<file path="config.mk">
export PLATFORM = sky130hd
export DESIGN_NAME = sr_readback
export DESIGN_NICKNAME = d
export VERILOG_FILES = /design/src/rtl/sr_readback_pkg.sv /design/src/rtl/sr_popcount.sv /design/src/rtl/sr_readback.sv
export SDC_FILE = /design/constraint.sdc
export NUM_CORES = 1
export LEC_CHECK = 0
export BUFFER_PORTS_ARGS = -buffer_cell sky130_fd_sc_hd__buf_4
export CORE_MARGIN = 4
export CORE_UTILIZATION = 55
export CTS_CLUSTER_SIZE = 16
export DETAILED_ROUTE_END_ITERATION = 7
export PLACE_DENSITY_LB_ADDON = 0.3
export SLEW_MARGIN = 40
export SYNTH_ARGS = -nofsm -noshare
export SYNTH_HDL_FRONTEND = slang
export SYNTH_SLANG_ARGS = --single-unit
</file>
<file path="constraint.sdc">
create_clock -name clk -period 33.7 [get_ports clk]
set_clock_uncertainty 0.05 [all_clocks]
set_input_delay 5.055 -clock clk [delete_from_list [all_inputs] [get_ports clk]]
set_output_delay 5.055 -clock clk [all_outputs]
set_load 0.05 [all_outputs]
</file>
<file path="src/rtl/sr_readback_pkg.sv">
//------------------------------------------------------------------------------
// sr_readback_pkg : shared state encodings and default widths for the
//                   shift-register write controller and sr_readback.
// Revision: 1.0
//------------------------------------------------------------------------------
`default_nettype none

package sr_readback_pkg;

  localparam int c_DATA_WIDTH_DEF = 170;
  localparam int c_CNT_WIDTH_DEF  = 8;

  typedef enum logic [3:0] {
    ST_IDLE  = 4'b0001,
    ST_ARM   = 4'b0010,
    ST_SHIFT = 4'b0100,
    ST_DONE  = 4'b1000
  } sr_state_t;

endpackage

`default_nettype wire

</file>
<file path="src/rtl/sr_popcount.sv">
//------------------------------------------------------------------------------
// sr_popcount : counts the set bits of a vector.
// Revision: 1.0
//------------------------------------------------------------------------------
`default_nettype none

module sr_popcount
  import sr_readback_pkg::*;
#(
  parameter int DATA_WIDTH = c_DATA_WIDTH_DEF,
  parameter int CNT_WIDTH  = c_CNT_WIDTH_DEF
) (
  input  logic [DATA_WIDTH-1:0] vector,
  output logic [CNT_WIDTH-1:0]  count
);

  always_comb begin
    count = '0;
    for (int i = 0; i < DATA_WIDTH; i++) begin
      count = count + CNT_WIDTH'(vector[i]);
    end
  end

endmodule

`default_nettype wire

</file>
<file path="src/rtl/sr_readback.sv">
//------------------------------------------------------------------------------
// sr_readback : serially reads back a shift register LSB-first and compares
//               the captured word against the last written word.
// Optional comparison logic: define SR_READBACK_CMP_EN.
// Revision: 1.0
//------------------------------------------------------------------------------
`default_nettype none

module sr_readback
  import sr_readback_pkg::*;
#(
  parameter int DATA_WIDTH = c_DATA_WIDTH_DEF,
  parameter int CNT_WIDTH  = c_CNT_WIDTH_DEF
) (
  input  logic                  clk,
  input  logic                  rst,
  input  logic                  start,
  input  logic                  dout_sr,
  input  logic [DATA_WIDTH-1:0] din_ref,
  output logic                  shift_en,
  output logic                  busy,
  output logic [DATA_WIDTH-1:0] dout,
  output logic                  valid,
  output logic                  mismatch,
  output logic [CNT_WIDTH-1:0]  err_cnt
);

  localparam logic [CNT_WIDTH-1:0] c_LAST = CNT_WIDTH'(DATA_WIDTH - 1);

  sr_state_t             r_state;
  logic [CNT_WIDTH-1:0]  r_count;
  logic [DATA_WIDTH-1:0] r_cap;
  logic [DATA_WIDTH-1:0] r_dout;
  logic                  r_valid;

  always_ff @(posedge clk or posedge rst) begin
    if (rst) begin
      r_state <= ST_IDLE;
      r_count <= '0;
      r_cap   <= '0;
      r_dout  <= '0;
      r_valid <= 1'b0;
    end else begin
      r_valid <= 1'b0;
      case (r_state)
        ST_IDLE: begin
          if (start) r_state <= ST_ARM;
        end
        ST_ARM: begin
          r_count <= '0;
          r_cap   <= '0;
          r_state <= ST_SHIFT;
        end
        ST_SHIFT: begin
          for (int i = 0; i < DATA_WIDTH; i++) begin
            if (r_count == CNT_WIDTH'(i)) r_cap[i] <= dout_sr;
          end
          // Counter parks at zero after the last bit so it never wraps.
          if (r_count == c_LAST) begin
            r_count <= '0;
            r_state <= ST_DONE;
          end else begin
            r_count <= r_count + CNT_WIDTH'(1);
          end
        end
        ST_DONE: begin
          r_dout  <= r_cap;
          r_valid <= 1'b1;
          r_state <= ST_IDLE;
        end
        default: r_state <= ST_IDLE;
      endcase
    end
  end

  assign shift_en = (r_state == ST_SHIFT);
  assign busy     = (r_state != ST_IDLE);
  assign dout     = r_dout;
  assign valid    = r_valid;

`ifdef SR_READBACK_CMP_EN
  logic [CNT_WIDTH-1:0] w_diff_cnt;
  logic                 r_mismatch;
  logic [CNT_WIDTH-1:0] r_err_cnt;

  // Compare against the capture register so results land together with dout.
  sr_popcount #(
    .DATA_WIDTH (DATA_WIDTH),
    .CNT_WIDTH  (CNT_WIDTH)
  ) u_popcount (
    .vector (r_cap ^ din_ref),
    .count  (w_diff_cnt)
  );

  always_ff @(posedge clk or posedge rst) begin
    if (rst) begin
      r_mismatch <= 1'b0;
      r_err_cnt  <= '0;
    end else if (r_state == ST_DONE) begin
      r_mismatch <= (r_cap != din_ref);
      r_err_cnt  <= w_diff_cnt;
    end
  end

  assign mismatch = r_mismatch;
  assign err_cnt  = r_err_cnt;
`else
  logic w_unused_din_ref;
  assign w_unused_din_ref = ^din_ref;
  assign mismatch         = 1'b0;
  assign err_cnt          = '0;
`endif

endmodule

`default_nettype wire

</file>
After elaboration in Yosys (flattened, before gate mapping)

Cells that the tools add are included.

$add $sub $neg: 1
Eq/ne operators: 345
Muxes and demuxes: 177
Reductions and logical operators: 173

Operator list:

| cell                | count |
|---|---|
| $eq 8x7->1 const B  | 64 |
| $reduce_and 2->1    | 171 |
| $ne 2x1->1 const B  | 170 |
| $pmux 170 s2        | 1 |
| $eq 8x8->1 const B  | 42 |
| $eq 8x6->1 const B  | 32 |
| $mux 1              | 171 |
| $eq 8x5->1 const B  | 16 |
| $eq 8x4->1 const B  | 8 |
| $eq 8x3->1 const B  | 4 |
| $eq 8x2->1 const B  | 2 |
| $pmux 8 s2          | 1 |
| $pmux 4 s3          | 1 |
| $add 8x1->8 const B | 1 |
| $eq 8x1->1 const B  | 1 |
| $logic_not 8->1     | 1 |
| $mux 4              | 2 |
| $mux 8              | 1 |
| $eq 4x1->1 const B  | 1 |
| $eq 4x2->1 const B  | 1 |
| $eq 4x3->1 const B  | 1 |
| $eq 4x4->1 const B  | 1 |
| $ne 4x1->1 const B  | 1 |
| $ne 2x2->1 const B  | 1 |
| $reduce_bool 2->1   | 1 |

Flip-flop bits (word level): 353
Output and inout bits: 182
Word-level logic and storage cells: 870

Depth between registers and ports, before layout

Gate-level depths: netlist of the first run.

Depth after elaboration: 3
Mapped depth: 7

Worst setup path after synthesis of the first run

No wires, ideal clock.

Kind: reg-to-output
Start: reg r_state[1]
End: out shift_en
Arrival time: 1.201 ns
Setup slack: 27.394 ns
Stages on the path, launching flop included: 4
Cell sequence: dfrtp_1 -> or4b_1 -> buf_4 -> clkinv_4

Longest elaborated chain between the ends: 1

RTL lines:

| item                     | RTL line          | text |
|---|---|---|
| start: declaration       | sr_readback.sv:30 | `sr_state_t r_state;` |
| start signal: assignment | sr_readback.sv:38 | `r_state <= ST_IDLE;` |
| start signal: assignment | sr_readback.sv:47 | `if (start) r_state <= ST_ARM;` |
| start signal: assignment | sr_readback.sv:52 | `r_state <= ST_SHIFT;` |
| $eq 4x3->1               | sr_readback.sv:76 | `assign shift_en = (r_state == ST_SHIFT);` |
| end: declaration         | sr_readback.sv:20 | `output logic shift_en,` |

No other way between the ends.

Worst setup path after layout of the first run

Ends and elaborated chain as after synthesis.

==> reports/metrics.cfg, run 1 <==
[detailed_routing]
drc = 0
drt_iter0_drc = 710
vias = 9048
firstDrtPassIters = 4
antenna_left = 0
drt-total-wl_um = 34500
via_per_inst = 5.70
wl_per_cell_um = 21.7

[timing]
fin_tns_setup_ps = 0
hold_viol_final = 0
whs_ps = 437
min_period_ps = 7240
finalCritPeriodShare_pct = 21.5
timing.fmax_mhz = 138
worstMarginPinSlew_ps = 895
setup_ws_ps = 26460
drv_slew = 0
setup_viol = 0
slew_headroom_pct = 40.3
rsz0062_at_grt = no

[global_route]
use_met3_pct = 7.75
grt_use_total_pct = 23.4
antenna_found_initial = 0
grtUsageMet1_pct = 32.6
grt_max_degree = 119
first_global_vias = 9275
grt-busiest-layer = met2
met2_usage_pct = 36.3
grt_pass1_wl_um = 53800
gr-total-overflow = 0

[layout]
stdcell_count = 1588
nNetsFinal = 1404
fin_area_mm2 = 0.0175
fillCellCount = 1927
post-route-util_pct = 66.7
diodes = 0
area_growth_pct = 18.4
drive_gt1_share_pct = 46.4

[place]
port_buffers = 176
pre_cts_slack_ps = 26490
place_area_mm2 = 0.0163
dp_hpwl_um = 20800
dpl.cell_count = 1521
place_congestion = 0.817

[clock_tree]
cts_setup_buffers = 0
cts.path.max_buffers = 3
cts_hold_buf = 0
cts.htree.levels = 2
cts_tree = yes
clk_pin_slew_ps = 60
cts_buffers = 38
clock-sinks = 353
clockRootBuffer = clkbuf_16
cts_resized = 0
worstSkewPairLatency_ps = 520

[pwr]
powerDensity_mw_per_mm2 = 55.0
ir_worst_vdd_uv = 40.6
finalPower_mw = 0.964
p_clk_share_pct = 41.8
p_leak_nw = 9.05
p_seq_share_pct = 47.4
p_sw_share_pct = 25.0
p_comb_share_pct = 10.8
p_sw_mw = 0.241
p_int_mw = 0.722

[hold_path]
hold_path_class = reg2reg
min-delay-start = r_cap[159]$_DFFE_PP0P_

[logic_synthesis]
synth.area.top_cells = dfrtp_1 59%, mux2_2 21%, a21oi_1 4.5%
synth.top_cell.area_share_pct = 59.5
synth_edf_count = 0
synth_top_area_cell = dfrtp_1
synth_flop_cell = dfrtp_1
synthArstFlopShare_pct = 100
synth_top_cells_by_count = 352 x dfrtp_1, 282 x mux2_2, 134 x a21oi_1, 67 x nand2_1, 62 x buf_2
synth_area_mm2 = 0.0148
ys_types = 45
synth_seq_cells = 353
yosysWarnings = 0
syn_area_per_cell_um2 = 13.7
netlist_instances = 1084
post-synth-top-count-cell = dfrtp_1
yosysSeqAreaShare_pct = 59.6

[setup_path]
r2r-start = r_state[1]$_DFFE_PP0P_
worst_ep_arrival_time_ps = 2130
cp-startpoint = r_state[1]$_DFFE_PP0P_
r2r_setup_slack_ps = 30750
crit_required_ps = 28590
worst-path-max-fanout = 9
critPathLaunchType = register
crit_path_end_kind = primary output
path_class = reg2out

[floorplan]
rows = 59
dieWidth_um = 172
initial_core_util_pct = 56.4
coreArea_mm2 = 0.0263
io_pins = 356
die_height_um = 172
die_area_mm2 = 0.0296

[outcome]
status = completed

[run]
cap_violations = 0

[metal layers]
metal | share of wire (%) | vias up
met2 | 46 | 254
li1 | - | 4089
met5 | 0 | -
met1 | 43 | 4652
met4 | 2.0 | 0
met3 | 8.4 | 53
[cell usage in the layout (no fill, tap or decap), types with 2 or more instances in the layout]
| cell | count |
|---|---|
| buf_6 | 8 |
| mux2i_1 | 32 |
| clkinv_8 | 2 |
| a21oi_2 | 9 |
| ha_1 | 4 |
| nor4bb_2 | 2 |
| clkinv_2 | 4 |
| and3_2 | 4 |
| mux2_2 | 282 |
| nor2b_1 | 2 |
| nor4b_2 | 5 |
| dfrtp_1 | 352 |
| conb_1 | 9 |
| nand2_2 | 2 |
| and2_1 | 2 |
| mux2_1 | 19 |
| nor2_1 | 5 |
| a21oi_1 | 134 |
| inv_1 | 3 |
| nand3_1 | 4 |
| a31oi_1 | 7 |
| clkbuf_16 | 38 |
| buf_4 | 187 |
| clkbuf_1 | 10 |
| mux2_4 | 9 |
| clkbuf_8 | 10 |
| nand2_1 | 66 |
| inv_6 | 2 |
| and3_1 | 12 |
| nor4b_4 | 3 |
| o21ai_0 | 3 |
[worst paths after layout]
kind / endpoint / cells after the start
max reg2reg: r_cap[74]$_DFFE_PP0P_ / 5
min reg2reg: r_cap[159]$_DFFE_PP0P_ / 1
max in group asynchronous: dout[25]$_DFFE_PP0P_ / 4
max: shift_en / 3
min in group asynchronous: dout[162]$_DFFE_PP0P_ / 2
min: r_cap[159]$_DFFE_PP0P_ / 1
[registers in the layout, indices dropped and copies added, names as in the netlist]
signal / count
dout: 170
r_cap: 170
r_count: 8
r_state: 4
valid: 1
[power groups by stage]
stage          logic [mW]  registers [mW]  clock network (mW)
2_1_floorplan      0.0858           0.459                   0
3_3_place_gp        0.100           0.463                   0
3_5_place_dp        0.104           0.464                   0
4_1_cts             0.105           0.456               0.409
5_1_grt             0.115           0.458               0.426
6_report            0.104           0.457               0.403
[final cells by class]
cell class / count / area (um2) / area share [%]
clock buffers: 58 / 1130 / 6.42
clock inverters: 9 / 91.3 / 0.521
inverters: 5 / 36.3 / 0.207
multi-input cells: 633 / 5530 / 31.5
flip-flops and latches: 353 / 8830 / 50.4
well taps: 335 / 419 / 2.39
repair buffers: 195 / 1490 / 8.52
[worst max-delay path, stage by stage (launching register included)]
cell and delay [ps]:
dfrtp_1 460, or4b_1 750, clkinv_4 190, buf_4 220
[logic make-up (layout without fill, tap and decap cells)]
| kind of cell | count (synthesis) | in the layout | synth area share [%] |
|---|---|---|---|
| DFF | 353 | 353 | 59.6 |
| muxes | 342 | 342 | 26.0 |
| AOI/OAI and AO/OA | 154 | 154 | 5.54 |
| and+or+nand+nor | 124 | 124 | 4.86 |
| buffers and inverters | 106 | 267 | 3.65 |
| adders and majority gates | 4 | 4 | 0.338 |
| other | 1 | 9 | 0.0253 |
Power figures use the tool's default switching activity.
==> run 2, diff against run 1 <==
--- a/config.mk
+++ b/config.mk
@@ -7,7 +7,7 @@
 export LEC_CHECK = 0
 export BUFFER_PORTS_ARGS = -buffer_cell sky130_fd_sc_hd__buf_4
 export CORE_MARGIN = 4
-export CORE_UTILIZATION = 55
+export CORE_UTILIZATION = 54
 export CTS_CLUSTER_SIZE = 16
 export DETAILED_ROUTE_END_ITERATION = 7
 export PLACE_DENSITY_LB_ADDON = 0.3
==> constraint.sdc (replaced) <==
create_clock -name clk -period 7.39 [get_ports clk]
set_clock_uncertainty 0.05 [all_clocks]
set_input_delay 1.1085 -clock clk [delete_from_list [all_inputs] [get_ports clk]]
set_output_delay 1.1085 -clock clk [all_outputs]
set_load 0.05 [all_outputs]
==> reports/metrics.cfg, run 2 (synthesized netlist as in run 1, its figures left out) <==
[outcome]
status = completed  ; unchanged

[place]
dpl.cell_count = 1529  ; was 1,521
place_congestion = 0.781  ; was 0.817
pre_cts_slack_ps = 4550  ; was 26,490 ps
port_buffers = 176  ; unchanged
dp_hpwl_um = 20700  ; was 20,800 um

[timing]
worstMarginPinSlew_ps = 930  ; was 895 ps
finalCritPeriodShare_pct = 44.7
fin_tns_setup_ps = 0  ; unchanged
min_period_ps = 3310
setup_viol = 0  ; unchanged
slew_headroom_pct = 38.0  ; was 40.3%
drv_slew = 0  ; unchanged
timing.fmax_mhz = 302
setup_ws_ps = 4080  ; was 26,460 ps
hold_viol_final = 0  ; unchanged
rsz0062_at_grt = no  ; unchanged

[clock_tree]
cts.path.max_buffers = 3  ; unchanged
cts_resized = 0  ; unchanged
worstSkewPairLatency_ps = 510  ; was 520 ps
cts_tree = yes  ; unchanged
clk_pin_slew_ps = 60  ; about the same
cts_setup_buffers = 0  ; unchanged
clockRootBuffer = clkbuf_16  ; unchanged
clock-sinks = 353  ; unchanged
cts.htree.levels = 2  ; unchanged
cts_hold_buf = 0  ; unchanged
cts_buffers = 37  ; was 38

[global_route]
grt_use_total_pct = 23.0  ; was 23.4%
gr-total-overflow = 0  ; unchanged
antenna_found_initial = 0  ; unchanged
grt_max_degree = 121  ; was 119
first_global_vias = 9295  ; was 9,275
grt_pass1_wl_um = 55200  ; was 53,800 um

[floorplan]
dieWidth_um = 174  ; was 172 um
coreArea_mm2 = 0.0270  ; was 0.0263 mm2
rows = 60  ; was 59
die_height_um = 174  ; was 172 um
initial_core_util_pct = 55.0  ; was 56.4%
io_pins = 356  ; unchanged
die_area_mm2 = 0.0301  ; was 0.0296 mm2

[setup_path]
worst_ep_arrival_time_ps = 2150  ; was 2130 ps
max_stage_delay_ps = 760  ; was 750 ps
reg2reg_depth = 5  ; unchanged
worst-path-max-fanout = 9  ; unchanged
path_class = reg2out  ; unchanged
slowest_stage = or4b_1  ; unchanged
critPathTopFamily = simple AND/OR/NAND/NOR gates  ; unchanged
crit_path_end_kind = primary output  ; unchanged
critPathLaunchType = register  ; unchanged
cp_num_buf_inv = 2  ; unchanged
cp.depth = 3  ; unchanged
crit_required_ps = 6230  ; was 28,590 ps
crit_path_cell_trace = or4b_1, clkinv_4, buf_4  ; unchanged

[detailed_routing]
drc = 0  ; unchanged
wl_per_cell_um = 21.8  ; was 21.7 um
antenna_left = 0  ; unchanged
firstDrtPassIters = 5  ; was 4
vias = 9123  ; was 9,048
via_per_inst = 5.72  ; was 5.70
drt-total-wl_um = 34700  ; was 34,500 um
drt_iter0_drc = 795  ; was 710

[run]
cap_violations = 0  ; unchanged

[layout]
final_common_cell = dfrtp_1  ; unchanged
nNetsFinal = 1405  ; was 1,404
drive_gt1_share_pct = 46.9  ; was 46.4%
final_cell_mix = 352 x dfrtp_1, 282 x mux2_2, 188 x buf_4  ; was 352 x dfrtp_1, 282 x mux2_2, 187 x buf_4
area_growth_pct = 18.7  ; was 18.4%
diodes = 0  ; unchanged
stdcell_count = 1595  ; was 1,588

[hold_path]
min_delay_path_depth = 1  ; unchanged
hold_path_class = reg2reg  ; unchanged

[pwr]
p_leak_nw = 9.07  ; was 9.05 nW
ir_worst_vdd_uv = 184  ; was 40.6 uV
powerDensity_mw_per_mm2 = 250  ; was 55.0 mW/mm2

==> run 2: changes by cell type in the layout (fill, tap and decap cells not counted), moves of 2 or more <==
cell | before | now
clkinv_2 | 4 | 8
and3_1 | 12 | 9
and3_2 | 4 | 7
clkbuf_1 | 10 | 7
clkinv_8 | 2 | 0
==> run 2: layout make-up <==
type | instances | area (um2)
fillers | 1996 | 9370
flip-flops and latches | 353 | 8830
clock buffers | 56 | 1140
clock inverters | 10 | 78.8
inverters | 5 | 27.5
multi-input cells | 633 | 5550
repair buffers | 197 | 1520
well taps | 341 | 427
==> run 2: report_power, final <==
group          switching, mW  internal (mW)
clock                  0.743           1.10
sequential            0.0620           2.02
combinational          0.286          0.188
==> run 2: worst reg2reg max path: cells and delay by family (launching register included) <==
family	cells	cell delay (ps)
buffers and inverters	2	820
muxes	1	410
and+or+nand+nor	2	1060
DFF	1	460
==> run 2: metal layers <==
| layer | track usage [%] | vias up | part of all wire [%] |
|---|---|---|---|
| met5 | 0 | - | 0 |
| met4 | 5.05 | 0 | 1.9 |
| met3 | 6.98 | 48 | 8.1 |
| met2 | 35.7 | 272 | 46 |
| met1 | 32.4 | 4710 | 44 |
| li1 | - | 4093 | - |
==> run 2: per-stage QoR <==
stage | utilization (%) | cell area (um2) | hold slack [ps] | total power, mW
after detailed placement | 60.7 | 16400 | 427 | 2.58
after CTS | 65.2 | 17600 | 442 | 4.43
after floorplan | - | 14800 | 409 | 2.48
final | 65.3 | 17600 | 440 | 4.40
after global placement | 60.3 | 16300 | 419 | 2.57
after global routing | 65.3 | 17600 | 460 | 4.57
==> run 2: final timing paths <==
check                           slack (ps)                   start                endpoint
worst max-delay path                  4080  r_state[1]$_DFFE_PP0P_                shift_en
worst min-delay path                   440   r_cap[82]$_DFFE_PP0P_   r_cap[82]$_DFFE_PP0P_
worst max register to register        4520  r_state[1]$_DFFE_PP0P_  r_cap[143]$_DFFE_PP0P_
worst min register to register         440   r_cap[82]$_DFFE_PP0P_   r_cap[82]$_DFFE_PP0P_
max in group asynchronous             5260                     rst   r_cap[44]$_DFFE_PP0P_
min in group asynchronous              740                     rst  r_cap[117]$_DFFE_PP0P_
==> run 3, diff against run 2 <==
--- a/config.mk
+++ b/config.mk
@@ -5,9 +5,10 @@
 export SDC_FILE = /design/constraint.sdc
 export NUM_CORES = 1
 export LEC_CHECK = 0
+export ABC_AREA = 1
 export BUFFER_PORTS_ARGS = -buffer_cell sky130_fd_sc_hd__buf_4
 export CORE_MARGIN = 4
-export CORE_UTILIZATION = 54
+export CORE_UTILIZATION = 55
 export CTS_CLUSTER_SIZE = 16
 export DETAILED_ROUTE_END_ITERATION = 7
 export PLACE_DENSITY_LB_ADDON = 0.3
==> constraint.sdc (replaced) <==
create_clock -name clk -period 3.3 [get_ports clk]
set_clock_uncertainty 0.05 [all_clocks]
set_input_delay 0.495 -clock clk [delete_from_list [all_inputs] [get_ports clk]]
set_output_delay 0.495 -clock clk [all_outputs]
set_load 0.05 [all_outputs]
==> reports/metrics.cfg, run 3 <==
[outcome]
status = completed  ; unchanged

[floorplan]
dieWidth_um = 178  ; was 174 um
die_area_mm2 = 0.0317  ; was 0.0301 mm2
die_height_um = 178  ; was 174 um
io_pins = 356  ; unchanged
coreArea_mm2 = 0.0286  ; was 0.0270 mm2
initial_core_util_pct = 55.6  ; was 55.0%
rows = 62  ; was 60

[global_route]
grt_use_total_pct = 26.3  ; was 23.0%
antenna_found_initial = 0  ; unchanged
first_global_vias = 12800  ; was 9,295
gr-total-overflow = 0  ; unchanged
grt_max_degree = 171  ; was 121
grt_pass1_wl_um = 67100  ; was 55,200 um

[layout]
nNetsFinal = 2279  ; was 1,405
final_cell_mix = 1,051 x nand2_1, 352 x dfrtp_1, 334 x nand3_1  ; was 352 x dfrtp_1, 282 x mux2_2, 188 x buf_4
drive_gt1_share_pct = 15.7  ; was 46.9%
fin_area_mm2 = 0.0188  ; was 0.0176 mm2
area_growth_pct = 18.2  ; was 18.7%
final_common_cell = nand2_1  ; was dfrtp_1
diodes = 0  ; unchanged
stdcell_count = 2515  ; was 1,595

[place]
dpl.cell_count = 2442  ; was 1,529
dp_hpwl_um = 25200  ; was 20,700 um
pre_cts_slack_ps = 1130  ; was 4550 ps
place_area_mm2 = 0.0175  ; was 0.0164 mm2
port_buffers = 176  ; unchanged
place_congestion = 0.799  ; was 0.781

[logic_synthesis]
synth.area.top_cells = dfrtp_1 55%, nand2_1 25%, nand3_1 10%  ; was dfrtp_1 59%, mux2_2 21%, a21oi_1 4.5%
ys_types = 25  ; was 45
synth.top_cell.area_share_pct = 55.3  ; was 59.5%
synth_seq_cells = 353  ; unchanged
netlist_instances = 1979  ; was 1,084
post-synth-top-count-cell = nand2_1  ; was dfrtp_1
synth_edf_count = 0  ; unchanged
synthArstFlopShare_pct = 100  ; unchanged
syn_area_per_cell_um2 = 8.05  ; was 13.7 um2
synth_flop_cell = dfrtp_1  ; unchanged
synth_area_mm2 = 0.0159  ; was 0.0148 mm2
yosysSeqAreaShare_pct = 55.5  ; was 59.6%
synth_top_area_cell = dfrtp_1  ; unchanged
synth_top_cells_by_count = 1,052 x nand2_1, 352 x dfrtp_1, 334 x nand3_1, 85 x buf_2, 26 x buf_4  ; was 352 x dfrtp_1, 282 x mux2_2, 134 x a21oi_1, 67 x nand2_1, 62 x buf_2
yosysWarnings = 0  ; unchanged

[timing]
setup_viol = 0  ; unchanged
finalCritPeriodShare_pct = 72.4
slew_headroom_pct = 38.6  ; was 38.0%
whs_ps = 220  ; was 440 ps
worstMarginPinSlew_ps = 920  ; was 930 ps
drv_slew = 0  ; unchanged
rsz0062_at_grt = no  ; unchanged
setup_ws_ps = 912  ; was 4080 ps
hold_viol_final = 0  ; unchanged
min_period_ps = 2390
timing.fmax_mhz = 419

[setup_path]
crit_path_end_kind = primary output  ; unchanged
slowest_stage = nor2_4  ; was or4b_1
path_class = reg2out  ; unchanged
r2r-start = r_count[2]$_DFFE_PP0P_  ; was r_state[1]$_DFFE_PP0P_
max_stage_delay_ps = 440  ; was 760 ps
worst-path-max-fanout = 15  ; was 9
crit_path_cell_trace = inv_2, nand2_1, nor2_4, buf_4  ; was or4b_1, clkinv_4, buf_4
cp-startpoint = r_state[3]$_DFFE_PP0P_  ; was r_state[1]$_DFFE_PP0P_
critPathLaunchType = register  ; unchanged
worst_ep_arrival_time_ps = 1840  ; was 2150 ps
crit_required_ps = 2750  ; was 6230 ps
r2r_setup_slack_ps = 1120  ; was 4520 ps

[clock_tree]
clock-sinks = 353  ; unchanged
cts_tree = yes  ; unchanged
cts.htree.levels = 2  ; unchanged
worstSkewPairLatency_ps = 510  ; about the same
cts.path.max_buffers = 3  ; unchanged
clockRootBuffer = clkbuf_16  ; unchanged
cts_hold_buf = 0  ; unchanged
clk_pin_slew_ps = 60  ; about the same
cts_resized = 0  ; unchanged
cts_buffers = 39  ; was 37
cts_setup_buffers = 0  ; unchanged

[detailed_routing]
antenna_left = 0  ; unchanged
drt-total-wl_um = 42000  ; was 34,700 um
wl_per_cell_um = 16.7  ; was 21.8 um
via_per_inst = 5.44  ; was 5.72
drc = 0  ; unchanged
drt_iter0_drc = 1291  ; was 795
vias = 13700  ; was 9,123
firstDrtPassIters = 5  ; unchanged

[hold_path]
hold_path_class = in2reg  ; was reg2reg
min-delay-start = start  ; was r_cap[82]$_DFFE_PP0P_

[run]
cap_violations = 0  ; unchanged

[pwr]
powerDensity_mw_per_mm2 = 675  ; was 250 mW/mm2
finalPower_mw = 12.7  ; was 4.40 mW
ir_worst_vdd_uv = 407  ; was 184 uV
p_leak_nw = 11.0  ; was 9.07 nW

==> run 3: final cells by class <==
cell class                 instances  area (um2)
clock buffer                      55        1140
clock inverter                    16         130
fill                            2302        9810
inverter                          25         103
multi-input combinational       1467        6300
sequential                       353        8830
tap                              384         480
timing repair buffer             215        1820
==> run 3: per-layer routing <==
layer  up-vias  GRT usage, %  routed length [um]
li1       6462             -                   -
met1      6562          37.4               18000
met2       553          41.4               19500
met3       101          4.03                2990
met4         0          9.15                1480
met5         -             0                   0
==> run 3: final timing paths <==
check / endpoint / cells after the start
hold reg to reg: dout[99]$_DFFE_PP0P_ / 2
setup / recovery: shift_en / 4
min in group asynchronous: r_cap[122]$_DFFE_PP0P_ / 3
hold / removal: r_state[0]$_DFFE_PP1P_ / 4
setup reg to reg: r_cap[145]$_DFFE_PP0P_ / 7
max in group asynchronous: r_cap[26]$_DFFE_PP0P_ / 5
==> run 3: metrics by stage <==
| step | utilization (%) | TNS [ps] |
|---|---|---|
| final | 65.7 | 0 |
| after global routing | 65.7 | 0 |
| after detailed placement | 61.1 | 0 |
| after CTS | 65.5 | 0 |
| after floorplan | - | -695020 |
| after global placement | 61.0 | 0 |
==> run 3: where the power goes <==
group / leakage (nW) / switching, mW / internal [mW] / total, mW
Combinational: 5.56 / 1.63 / 0.860 / 2.49
Sequential: 4.86 / 0.624 / 5.32 / 5.94
Clock: 0.619 / 1.77 / 2.50 / 4.27
Total: 11.0 / 4.02 / 8.68 / 12.7
==> run 3: cells by family (layout without fill, tap and decap cells) <==
group	count (synthesis)	after routing	share of synthesized area [%]
fa+ha+maj	4	4	0.314
simple gates	1442	1442	38.0
flops	353	353	55.5
other cells	1	9	0.0236
xor+xnor	3	3	0.165
buf+inv	167	311	5.74
compound gates	9	9	0.291
==> run 3: worst max-delay path: cells and delay by family (launching register included) <==
kind                   cells  cell delay, ps
and+or+nand+nor            2             520
DFF                        1             420
buffers and inverters      2             380
